--- src/rtl/pixel_pkg.sv ---
// Shared screen geometry, colours, FIFO entry layout and state encoding
// for the pixel plot buffer.
package pixel_pkg;

    localparam int SCREEN_W = 160;
    localparam int SCREEN_H = 120;

    localparam logic [2:0] BLACK  = 3'b000;
    localparam logic [2:0] YELLOW = 3'b110;

    // A null entry still carries a frame marker but must never be plotted.
    typedef struct packed {
        logic       last;
        logic       is_null;
        logic [2:0] color;
        logic [6:0] y;
        logic [7:0] x;
    } pixel_entry_t;

    localparam int ENTRY_W = $bits(pixel_entry_t);

    typedef enum logic [1:0] {
        ST_IDLE,
        ST_DRAIN,
        ST_CLEAR
    } state_t;

    function automatic logic in_screen(input logic [7:0] x, input logic [6:0] y,
                                       input int w, input int h);
        return (int'(x) < w) && (int'(y) < h);
    endfunction

endpackage

--- src/rtl/pixel_plot_buffer_if.sv ---
// Pixel stream from a screen drawer into the plot buffer.
interface pixel_plot_buffer_if;

    logic       in_valid;
    logic [7:0] in_x;
    logic [6:0] in_y;
    logic [2:0] in_color;
    logic       in_last;
    logic       in_ready;

    modport master (
        output in_valid, in_x, in_y, in_color, in_last,
        input  in_ready
    );

    modport slave (
        input  in_valid, in_x, in_y, in_color, in_last,
        output in_ready
    );

endinterface

--- src/rtl/pixel_fifo.sv ---
// Synchronous FIFO of pixel entries; pointers carry an extra wrap bit so
// full and empty are distinguishable without a separate counter.
module pixel_fifo
    import pixel_pkg::*;
#(
    parameter int DEPTH = 16
) (
    input  logic         clk,
    input  logic         resetn,
    input  logic         push,
    input  pixel_entry_t wdata,
    input  logic         pop,
    output pixel_entry_t rdata,
    output logic         full,
    output logic         empty
);

    localparam int AW = $clog2(DEPTH);

    pixel_entry_t   mem [DEPTH];
    logic [AW:0]    wr_ptr;
    logic [AW:0]    rd_ptr;

    assign empty = (wr_ptr == rd_ptr);
    assign full  = (wr_ptr[AW] != rd_ptr[AW]) && (wr_ptr[AW-1:0] == rd_ptr[AW-1:0]);
    assign rdata = mem[rd_ptr[AW-1:0]];

    always_ff @(posedge clk or negedge resetn) begin
        if (!resetn) begin
            wr_ptr <= '0;
            rd_ptr <= '0;
        end else begin
            if (push && !full) begin
                wr_ptr <= wr_ptr + 1'b1;
            end
            if (pop && !empty) begin
                rd_ptr <= rd_ptr + 1'b1;
            end
        end
    end

    always_ff @(posedge clk) begin
        if (push && !full) begin
            mem[wr_ptr[AW-1:0]] <= wdata;
        end
    end

endmodule

--- src/rtl/pixel_plot_buffer.sv ---
// Buffers drawer pixels, drops repeats and off-screen pixels, and drives the
// VGA adapter plot port; can also sweep the whole screen with one colour.
module pixel_plot_buffer #(
    parameter int         DEPTH       = 16,
    parameter int         SCREEN_W    = 160,
    parameter int         SCREEN_H    = 120,
    parameter logic [2:0] CLEAR_COLOR = 3'b000,
    parameter bit         DEDUP       = 1'b1
) (
    input  logic               clk,
    input  logic               resetn,
    input  logic               clear_req,
    pixel_plot_buffer_if.slave px,
    output logic [7:0]         vga_x,
    output logic [6:0]         vga_y,
    output logic [2:0]         vga_color,
    output logic               plot,
    output logic               frame_done,
    output logic               clear_done,
    output logic               busy,
    output logic [7:0]         drop_count
);

    import pixel_pkg::*;

    localparam logic [7:0] X_LAST = 8'(SCREEN_W - 1);
    localparam logic [6:0] Y_LAST = 7'(SCREEN_H - 1);

    state_t       state;
    pixel_entry_t wr_entry;
    pixel_entry_t rd_entry;
    logic         fifo_full;
    logic         fifo_empty;
    logic         accept;
    logic         in_range;
    logic         is_dup;
    logic         push;
    logic         pop;
    logic [17:0]  last_pix;
    logic         last_valid;
    logic [7:0]   cx;
    logic [6:0]   cy;
    logic         sweep_end;

    assign px.in_ready = (state == ST_IDLE) && !fifo_full && !clear_req;
    assign accept      = px.in_valid && px.in_ready;
    assign in_range    = in_screen(px.in_x, px.in_y, SCREEN_W, SCREEN_H);
    assign is_dup      = DEDUP && last_valid &&
                         ({px.in_color, px.in_y, px.in_x} == last_pix);

    // Frame markers always survive so the consumer sees every frame end.
    assign push      = accept && (px.in_last || (in_range && !is_dup));
    assign pop       = !fifo_empty && (state != ST_CLEAR);
    assign sweep_end = (state == ST_CLEAR) && (cx == X_LAST) && (cy == Y_LAST);
    assign busy      = !((state == ST_IDLE) && fifo_empty);

    assign wr_entry = '{last:    px.in_last,
                        is_null: !in_range,
                        color:   px.in_color,
                        y:       px.in_y,
                        x:       px.in_x};

    pixel_fifo #(
        .DEPTH (DEPTH)
    ) u_fifo (
        .clk    (clk),
        .resetn (resetn),
        .push   (push),
        .wdata  (wr_entry),
        .pop    (pop),
        .rdata  (rd_entry),
        .full   (fifo_full),
        .empty  (fifo_empty)
    );

    always_ff @(posedge clk or negedge resetn) begin
        if (!resetn) begin
            drop_count <= '0;
            last_pix   <= '0;
            last_valid <= 1'b0;
        end else begin
            if (accept && !px.in_last && !in_range && (drop_count != 8'hFF)) begin
                drop_count <= drop_count + 8'd1;
            end
            if (push && px.in_last) begin
                last_valid <= 1'b0;
            end else if (push) begin
                last_pix   <= {px.in_color, px.in_y, px.in_x};
                last_valid <= 1'b1;
            end else if (sweep_end) begin
                last_valid <= 1'b0;
            end
        end
    end

    // Pop and sweep never overlap, so the plot registers have one owner per cycle.
    always_ff @(posedge clk or negedge resetn) begin
        if (!resetn) begin
            state      <= ST_IDLE;
            cx         <= '0;
            cy         <= '0;
            vga_x      <= '0;
            vga_y      <= '0;
            vga_color  <= '0;
            plot       <= 1'b0;
            frame_done <= 1'b0;
            clear_done <= 1'b0;
        end else begin
            plot       <= 1'b0;
            frame_done <= 1'b0;
            clear_done <= 1'b0;
            case (state)
                ST_IDLE: begin
                    if (clear_req) begin
                        state <= ST_DRAIN;
                    end
                end
                ST_DRAIN: begin
                    if (fifo_empty) begin
                        state <= ST_CLEAR;
                        cx    <= '0;
                        cy    <= '0;
                    end
                end
                ST_CLEAR: begin
                    plot      <= 1'b1;
                    vga_x     <= cx;
                    vga_y     <= cy;
                    vga_color <= CLEAR_COLOR;
                    if (cx == X_LAST) begin
                        cx <= '0;
                        if (cy == Y_LAST) begin
                            clear_done <= 1'b1;
                            state      <= ST_IDLE;
                        end else begin
                            cy <= cy + 7'd1;
                        end
                    end else begin
                        cx <= cx + 8'd1;
                    end
                end
                default: state <= ST_IDLE;
            endcase
            if (pop) begin
                vga_x      <= rd_entry.x;
                vga_y      <= rd_entry.y;
                vga_color  <= rd_entry.color;
                plot       <= !rd_entry.is_null;
                frame_done <= rd_entry.last;
            end
        end
    end

endmodule

--- src/flat_wrapper.sv ---
// flat-port wrapper written by rule: the top's interface ports become plain ports
module pixel_plot_buffer_flat import pixel_pkg::*;
#(
    parameter int         DEPTH       = 16,
    parameter int         SCREEN_W    = 160,
    parameter int         SCREEN_H    = 120,
    parameter logic [2:0] CLEAR_COLOR = 3'b000,
    parameter bit         DEDUP       = 1'b1
)
  (clk, resetn, clear_req, vga_x, vga_y, vga_color, plot, frame_done, clear_done, busy, drop_count, px_in_valid, px_in_x, px_in_y, px_in_color, px_in_last, px_in_ready);
  pixel_plot_buffer_if px_i ();
  input  logic clk;
  input  logic resetn;
  input  logic clear_req;
  output logic [7:0] vga_x;
  output logic [6:0] vga_y;
  output logic [2:0] vga_color;
  output logic plot;
  output logic frame_done;
  output logic clear_done;
  output logic busy;
  output logic [7:0] drop_count;
  input wire logic [$bits(px_i.in_valid)-1:0] px_in_valid;
  input wire logic [$bits(px_i.in_x)-1:0] px_in_x;
  input wire logic [$bits(px_i.in_y)-1:0] px_in_y;
  input wire logic [$bits(px_i.in_color)-1:0] px_in_color;
  input wire logic [$bits(px_i.in_last)-1:0] px_in_last;
  output wire logic [$bits(px_i.in_ready)-1:0] px_in_ready;
  assign px_i.in_valid = px_in_valid;
  assign px_i.in_x = px_in_x;
  assign px_i.in_y = px_in_y;
  assign px_i.in_color = px_in_color;
  assign px_i.in_last = px_in_last;
  assign px_in_ready = px_i.in_ready;
  pixel_plot_buffer #(.DEPTH(DEPTH), .SCREEN_W(SCREEN_W), .SCREEN_H(SCREEN_H), .CLEAR_COLOR(CLEAR_COLOR), .DEDUP(DEDUP)) u_core (.clk(clk), .resetn(resetn), .clear_req(clear_req), .px(px_i), .vga_x(vga_x), .vga_y(vga_y), .vga_color(vga_color), .plot(plot), .frame_done(frame_done), .clear_done(clear_done), .busy(busy), .drop_count(drop_count));
endmodule
--- config.mk ---
export PLATFORM = sky130hd
export DESIGN_NAME = pixel_plot_buffer_flat
export DESIGN_NICKNAME = d
export VERILOG_FILES = /design/src/rtl/pixel_pkg.sv /design/src/rtl/pixel_plot_buffer_if.sv /design/src/rtl/pixel_fifo.sv /design/src/rtl/pixel_plot_buffer.sv /design/src/flat_wrapper.sv
export SDC_FILE = /design/constraint.sdc
export NUM_CORES = 1
export LEC_CHECK = 0
export BUFFER_PORTS_ARGS = -buffer_cell sky130_fd_sc_hd__clkbuf_2
export CAP_MARGIN = 0
export CELL_PAD_IN_SITES_DETAIL_PLACEMENT = 2
export CELL_PAD_IN_SITES_GLOBAL_PLACEMENT = 2
export CORE_MARGIN = 2
export CORE_UTILIZATION = 48
export DETAILED_ROUTE_END_ITERATION = 7
export PLACE_DENSITY = 0.83
export SETUP_SLACK_MARGIN = 0.4
export SYNTH_ARGS = -nofsm -noshare
export SYNTH_HDL_FRONTEND = slang
export SYNTH_SLANG_ARGS = --single-unit
export TNS_END_PERCENT = 20
--- constraint.sdc ---
create_clock -name clk -period 3.7 [get_ports clk]
set_input_delay 0.185 -clock clk [delete_from_list [all_inputs] [get_ports clk]]
set_output_delay 0.185 -clock clk [all_outputs]
set_load 0.02 [all_outputs]
==> flow_summary.ini, run 1 <==
[logic_synthesis]
post_synthesis_net_count = 879
yosysTopAreaCell = edfxtp_1
post_synth_most_frequent_cells = 320 x edfxtp_1, 82 x mux4_2, 75 x dfrtp_1, 45 x nor2_1, 34 x a21oi_1
share_of_synthesized_flip_flops_with_an_asynchronous_set_or_reset_pct = 19.0
netlist_area_before_placement_um2 = 15800
synth_enable_flop_cells = 320
synthesis.yosys.warnings = 0
syn_inst_count = 848
synth_largest_type_area_fraction_pct = 60.8
largest_cells_by_area_after_synthesis = edfxtp_1 61%, dfrtp_1 12%, mux4_2 12%, xnor2_1 1.8%, mux2_2 1.6%
yosysSeqAreaShare_pct = 72.7
synth_top_flop_cell = edfxtp_1
synthesis.area_per_instance_um2 = 18.6
synthDistinctLibCells = 46
synth_seq_cells = 395
synth.most_common_cell = edfxtp_1

[timing]
tightest_hold_margin_ps = 124
maxClockFrequency_ghz = 0.292
rsz0062_at_grt = yes
setup_skew_ps = 22.7
fin_crit_ps = 3420
timing_worst_slew_pin_value_ps = 1290
totalNegativeSetupSlack_ps = 0
timing.final.hold_violations = 0
slew_violations = 0
worst_slew_margin_rel_pct = 13.9
final_critical_path_setup_slack_ps = 276
final_setup_vio_count = 0
timing.final.crit_share_pct = 92.5

[clock_tree]
cts-buffers-inserted = 42
cts.reportedPaths.clkPinSlew_ps = 60
clockBufferDepth = 3
cts_max_level = 2
clock_sink_count = 395
tritoncts = built
clk_latency_ps = 560
clk_root_buffer_cell = clkbuf_16

[power]
power.leakage_nw = 6.36
p_int_w = 0.00917
p_seq_share_pct = 40.4
power_switching_w = 0.00426
vdd.ir_drop.worst_mv = 0.501
power.combinational.fraction_pct = 28.3
clockPowerShare_pct = 31.3
power_w = 0.0134
power_density_over_the_cells_nw_per_um2 = 742
switch_share_pct = 31.7

[floorplan]
initial_utilization_pct = 48.7
core_area_um2 = 32500
ios = 54
die_area_um2 = 34400
core.rowCount = 66
die_width_um = 185
die_height_um = 185

[layout]
final_nets = 973
final_design_instance_area_without_fill_um2 = 18100
area_growth_pct = 14.7
antenna_diode_count = 0
share_of_layout_cells_above_drive_strength_1_pct = 28.5
fill_cells = 2776

[routing]
firstDrtPassIters = 5
drt-total-wl_um = 47300
drc = 0
drt.antenna.violating_nets = 0
detailedRoute.firstIterationViolations = 764
avgViaCountPerCell = 6.21
via_count = 8798
route.detailed.wl_per_inst_um = 33.4

[placement]
quantity_of_i_o_buffers_inserted_on_ports = 53
dpl.hpwl_um = 28300
postPlaceCellArea_um2 = 16700
pre_cts_slack_ps = 398
place_congestion = 0.779

[global_routing]
grt_overflow_total = 0
total_track_usage_pct = 28.6
initial_antenna_violation_count = 1
grt_start_max_net_pins = 84
wire_length_of_the_first_global_routing_pass_um = 68800
first_global_vias = 9475

[worst_setup_path]
slowest_cell_on_the_critical_path = and3_1
critPathMaxStageDelay_ps = 1130
worst-endpoint-arrival_ps = 3580
critical_path_peak_fanout = 20
timing.setup.critical_path_class = flip-flop to flip-flop
timing.critical_path.to_type = flip-flop
timing.critical_path.cells = xnor2_1 > nand4_2 > o211ai_2 > a211oi_2 > and3_1
timing.critical_path.buf_inv = 0
timing.critical_path.max_delay_family = simple AND/OR/NAND/NOR gates
worstPathRequired_ps = 3850
critical_path.startpoint_type = flip-flop

[outcome]
status = finished, final reports clean

[min_path]
holdCritPathClass = primary input to flip-flop

[flow_run]
drv.max_cap_violation_count = 0
-- repair_timing --
action                                 CTS  global route
buffers inserted                         0             0
endpoints found under the hold margin   77             0
hold buffers                             3             0
gates resized for setup                  1             1
setup endpoints to repair               80            99
-- cell families after synthesis --
logic type / after synthesis / synth area share (%)
compound gates: 84 / 3.15
xor+xnor: 44 / 2.44
fa+ha+maj: 8 / 0.634
buf+inv: 45 / 1.34
flops: 395 / 72.7
mux: 127 / 15.0
simple gates: 145 / 4.71
-- power groups by stage --
stage | registers (W) | clock network (W) | logic, W
after floorplan | 0.00553 | 0 | 0.00247
after global placement | 0.00545 | 0 | 0.00358
after detailed placement | 0.00549 | 0 | 0.00378
after CTS | 0.00543 | 0.00426 | 0.00384
after global routing | 0.00546 | 0.00441 | 0.00408
final | 0.00543 | 0.00421 | 0.00380
-- layer usage --
metal | global-route usage (%) | up-vias | share of wire, %
met3 | 5.64 | 59 | 7.0
met4 | 6.73 | 0 | 1.9
met5 | 0 | - | 0
li1 | - | 3548 | -
met2 | 45.8 | 378 | 48
met1 | 41.1 | 4813 | 43
-- path summary, 6_finish.rpt --
| path | start | cells after the start | end | slack [ps] |
|---|---|---|---|---|
| max in group asynchronous | resetn | 2 | u_core.u_fifo.rd_ptr[0] | 2520 |
| setup reg to reg | u_core.u_fifo.wr_ptr[2] | 5 | u_core.u_fifo.mem[9][7] | 280 |
| min in group asynchronous | resetn | 2 | u_core.vga_color[2] | 390 |
| hold reg to reg | u_core.drop_count[6] | 1 | u_core.drop_count[6] | 500 |
| hold / removal | px_in_x[3] | 2 | u_core.u_fifo.mem[7][3] | 120 |
| setup / recovery | u_core.u_fifo.wr_ptr[2] | 5 | u_core.u_fifo.mem[9][7] | 280 |
-- final cells by class --
type	count	area [µm²]	area share (%)
Sequential cell	395	11500	63.4
Tap cell	442	553	3.05
Inverter	3	11.3	0.0622
Timing Repair Buffer	92	581	3.21
Multi-Input combinational cell	408	4130	22.8
Clock buffer	70	1270	7.00
Clock inverter	6	81.3	0.449
-- cells in the final DEF (no fill, tap or decap), types with 17 or more instances in the layout --
cell type / netlist / layout
nand2_1: 29 / 29
o21ai_0: 18 / 17
clkbuf_2: 0 / 52
mux4_2: 82 / 82
and3_1: 20 / 18
clkbuf_16: 0 / 43
dfrtp_1: 75 / 72
a21oi_1: 34 / 34
xnor2_1: 32 / 32
nor2_1: 45 / 45
mux2_2: 23 / 23
buf_4: 4 / 36
clkbuf_1: 23 / 18
edfxtp_1: 320 / 320
-- registers in the layout, indices dropped and copies added (netlist names) --
| name | count |
|---|---|
| u_core.plot | 1 |
| u_core.drop_count | 8 |
| u_core.cx | 8 |
| u_core.vga_y | 7 |
| u_core.state | 2 |
| u_core.cy | 7 |
| u_core.u_fifo.mem | 320 |
| u_core.last_valid | 1 |
| u_core.clear_done | 1 |
| u_core.vga_x | 8 |
| u_core.frame_done | 1 |
| u_core.u_fifo.rd_ptr | 5 |
| u_core.u_fifo.wr_ptr | 5 |
| u_core.vga_color | 3 |
| u_core.last_pix | 18 |
-- stage by stage --
| step | instances | utilization [%] |
|---|---|---|
| after floorplan | 848 | - |
| after global placement | 1337 | 51.6 |
| after detailed placement | 1337 | 51.6 |
| after CTS | 1416 | 55.8 |
| after global routing | 1416 | 55.8 |
| final | 1416 | 55.8 |
Note: power is estimated with default switching activity, not from simulation.
==> run 2: changes to the inputs <==
--- a/config.mk
+++ b/config.mk
@@ -13,6 +13,7 @@
 export CORE_UTILIZATION = 48
 export DETAILED_ROUTE_END_ITERATION = 7
 export PLACE_DENSITY = 0.83
+export REMOVE_ABC_BUFFERS = 1
 export SETUP_SLACK_MARGIN = 0.4
 export SYNTH_ARGS = -nofsm -noshare
 export SYNTH_HDL_FRONTEND = slang
==> flow_summary.ini, run 2 (synthesized netlist as in run 1, its figures left out) <==
[floorplan]
die_width_um = 185
initial_utilization_pct = 48.7
die_area_um2 = 34400
die_height_um = 185
core_area_um2 = 32500
ios = 54
core.rowCount = 66

[routing]
drt.antenna.violating_nets = 0
avgViaCountPerCell = 6.11
via_count = 8645
route.detailed.wl_per_inst_um = 33.4
detailedRoute.firstIterationViolations = 685
drc = 0
firstDrtPassIters = 5
drt-total-wl_um = 47200

[timing]
slew_violations = 0
timing_worst_slew_pin_value_ps = 994
worst_slew_margin_rel_pct = 33.7
totalNegativeSetupSlack_ps = 0
maxClockFrequency_ghz = 0.329
setup_skew_ps = 24.2
rsz0062_at_grt = no
fin_crit_ps = 3040
timing.final.hold_violations = 0
final_setup_vio_count = 0
timing.final.crit_share_pct = 82.1
tightest_hold_margin_ps = 120

[worst_setup_path]
worst-endpoint-arrival_ps = 3270
crit_top_cell = buf_4
rr_endpoint = u_core.u_fifo.mem[11][18]
timing.critical_path.to_type = flip-flop
critical_path.startpoint_type = flip-flop
timing.critical_path.cells = nor3_1 > o211ai_2 > a211oi_2 > buf_4 > and3_1 > buf_4
timing.setup.critical_path_class = flip-flop to flip-flop
critical_path_peak_fanout = 21
worstPathRequired_ps = 3930
critical_path_depth = 6
setup.worst_path.end = u_core.u_fifo.mem[11][18]
critical_path.startpoint = u_core.state[1]
timing.critical_path.max_delay_family = simple AND/OR/NAND/NOR gates
timing.critical_path.buf_inv = 2
worst_r2r_path_depth = 6
worstReg2RegStart = u_core.state[1]
r2r_slack_ps = 660
slowest_cell_on_the_critical_path = and3_1
critPathMaxStageDelay_ps = 650

[flow_run]
drv.max_cap_violation_count = 0

[clock_tree]
clock_sink_count = 395
cts_resized = 0
cts.reportedPaths.clkPinSlew_ps = 60
cts_max_level = 2
cts-buffers-inserted = 42
clk_latency_ps = 550
tritoncts = built
clockBufferDepth = 3
clk_root_buffer_cell = clkbuf_16

[global_routing]
first_global_vias = 9667
wire_length_of_the_first_global_routing_pass_um = 68700
grt_overflow_total = 0
grt_start_max_net_pins = 60
initial_antenna_violation_count = 2
total_track_usage_pct = 28.7

[outcome]
status = finished, final reports clean

[layout]
layout_commonest_cell = edfxtp_1
antenna_diode_count = 0
area_growth_pct = 14.2
largest_register_ff_count = 320
count_of_non_filler_cells_in_the_finished_layout = 1414
multiInputGateArea_um2 = 4130
share_of_layout_cells_above_drive_strength_1_pct = 28.5
ff_latch_area_um2 = 11500
final_cell_mix = 320 x edfxtp_1, 82 x mux4_2, 72 x dfrtp_1, 52 x clkbuf_2, 44 x nor2_1
final_nets = 969
fill_cells = 2769

[placement]
post-place-cells = 1334
place_congestion = 0.781
quantity_of_i_o_buffers_inserted_on_ports = 53
dpl.hpwl_um = 29000

[power]
p_int_w = 0.00908
switch_share_pct = 31.4
power.leakage_nw = 6.32
power.combinational.fraction_pct = 28.2
power_w = 0.0132
power_density_over_the_cells_nw_per_um2 = 733
power_switching_w = 0.00415
p_seq_share_pct = 41.1
vdd.ir_drop.worst_mv = 0.434
clockPowerShare_pct = 30.7

[min_path]
holdCritPathClass = primary input to flip-flop
min_path_cells = 1
==> run 2: layout make-up <==
type,count,share of cell area [%]
Clock inverter,15,0.631
Tap cell,442,3.07
Multi-Input combinational cell,408,22.9
Timing Repair Buffer,88,2.97
Clock buffer,63,6.65
Sequential cell,395,63.7
Inverter,3,0.0624
==> run 2: power by group through the flow <==
| stage | Combinational (W) | Sequential (W) | Clock [W] |
|---|---|---|---|
| 2_1_floorplan | 0.00207 | 0.00595 | 0 |
| 3_3_place_gp | 0.00350 | 0.00546 | 0 |
| 3_5_place_dp | 0.00373 | 0.00550 | 0 |
| 4_1_cts | 0.00379 | 0.00543 | 0.00412 |
| 5_1_grt | 0.00400 | 0.00546 | 0.00428 |
| 6_report | 0.00374 | 0.00544 | 0.00406 |
==> run 2: per-stage QoR <==
stage / instance area [µm²] / setup slack (ps) / util [%]
floorplan: 15600 / -3250 / -
global placement: 16700 / 825 / 51.5
detailed placement: 16700 / 716 / 51.5
CTS: 18000 / 661 / 55.6
global route: 18000 / 590 / 55.6
finish: 18000 / 662 / 55.6
==> run 2: worst register-to-register path: cells and delay by family, from the launching register on <==
family                 cells  cell delay (ps)
AOI/OAI and AO/OA          2              480
buffers and inverters      2              650
DFF                        1              460
and+or+nand+nor            2             1120
==> run 2: worst min-delay path by stage <==
stage | end | from
global route | u_core.u_fifo.mem[10][2] | px_in_x[2]
detailed placement | u_core.vga_x[6] | resetn
floorplan | u_core.clear_done | resetn
finish | u_core.u_fifo.mem[12][9] | px_in_y[1]
global placement | u_core.last_pix[0] | resetn
CTS | u_core.u_fifo.mem[12][9] | px_in_y[1]
==> run 2: timing repair <==
action | in CTS | in global routing
setup buffers | 0 | 0
hold endpoints to repair | 59 | 0
hold buffers | 2 | 0
setup endpoints to repair | 0 | 0
==> run 2: metal layers <==
metal	GRT usage [%]	share of wire, %	vias up
met2	48.9	51	307
met4	11.6	4.2	2
li1	-	-	3563
met5	0	0.023	-
met1	36.6	40	4663
met3	5.33	5.4	110
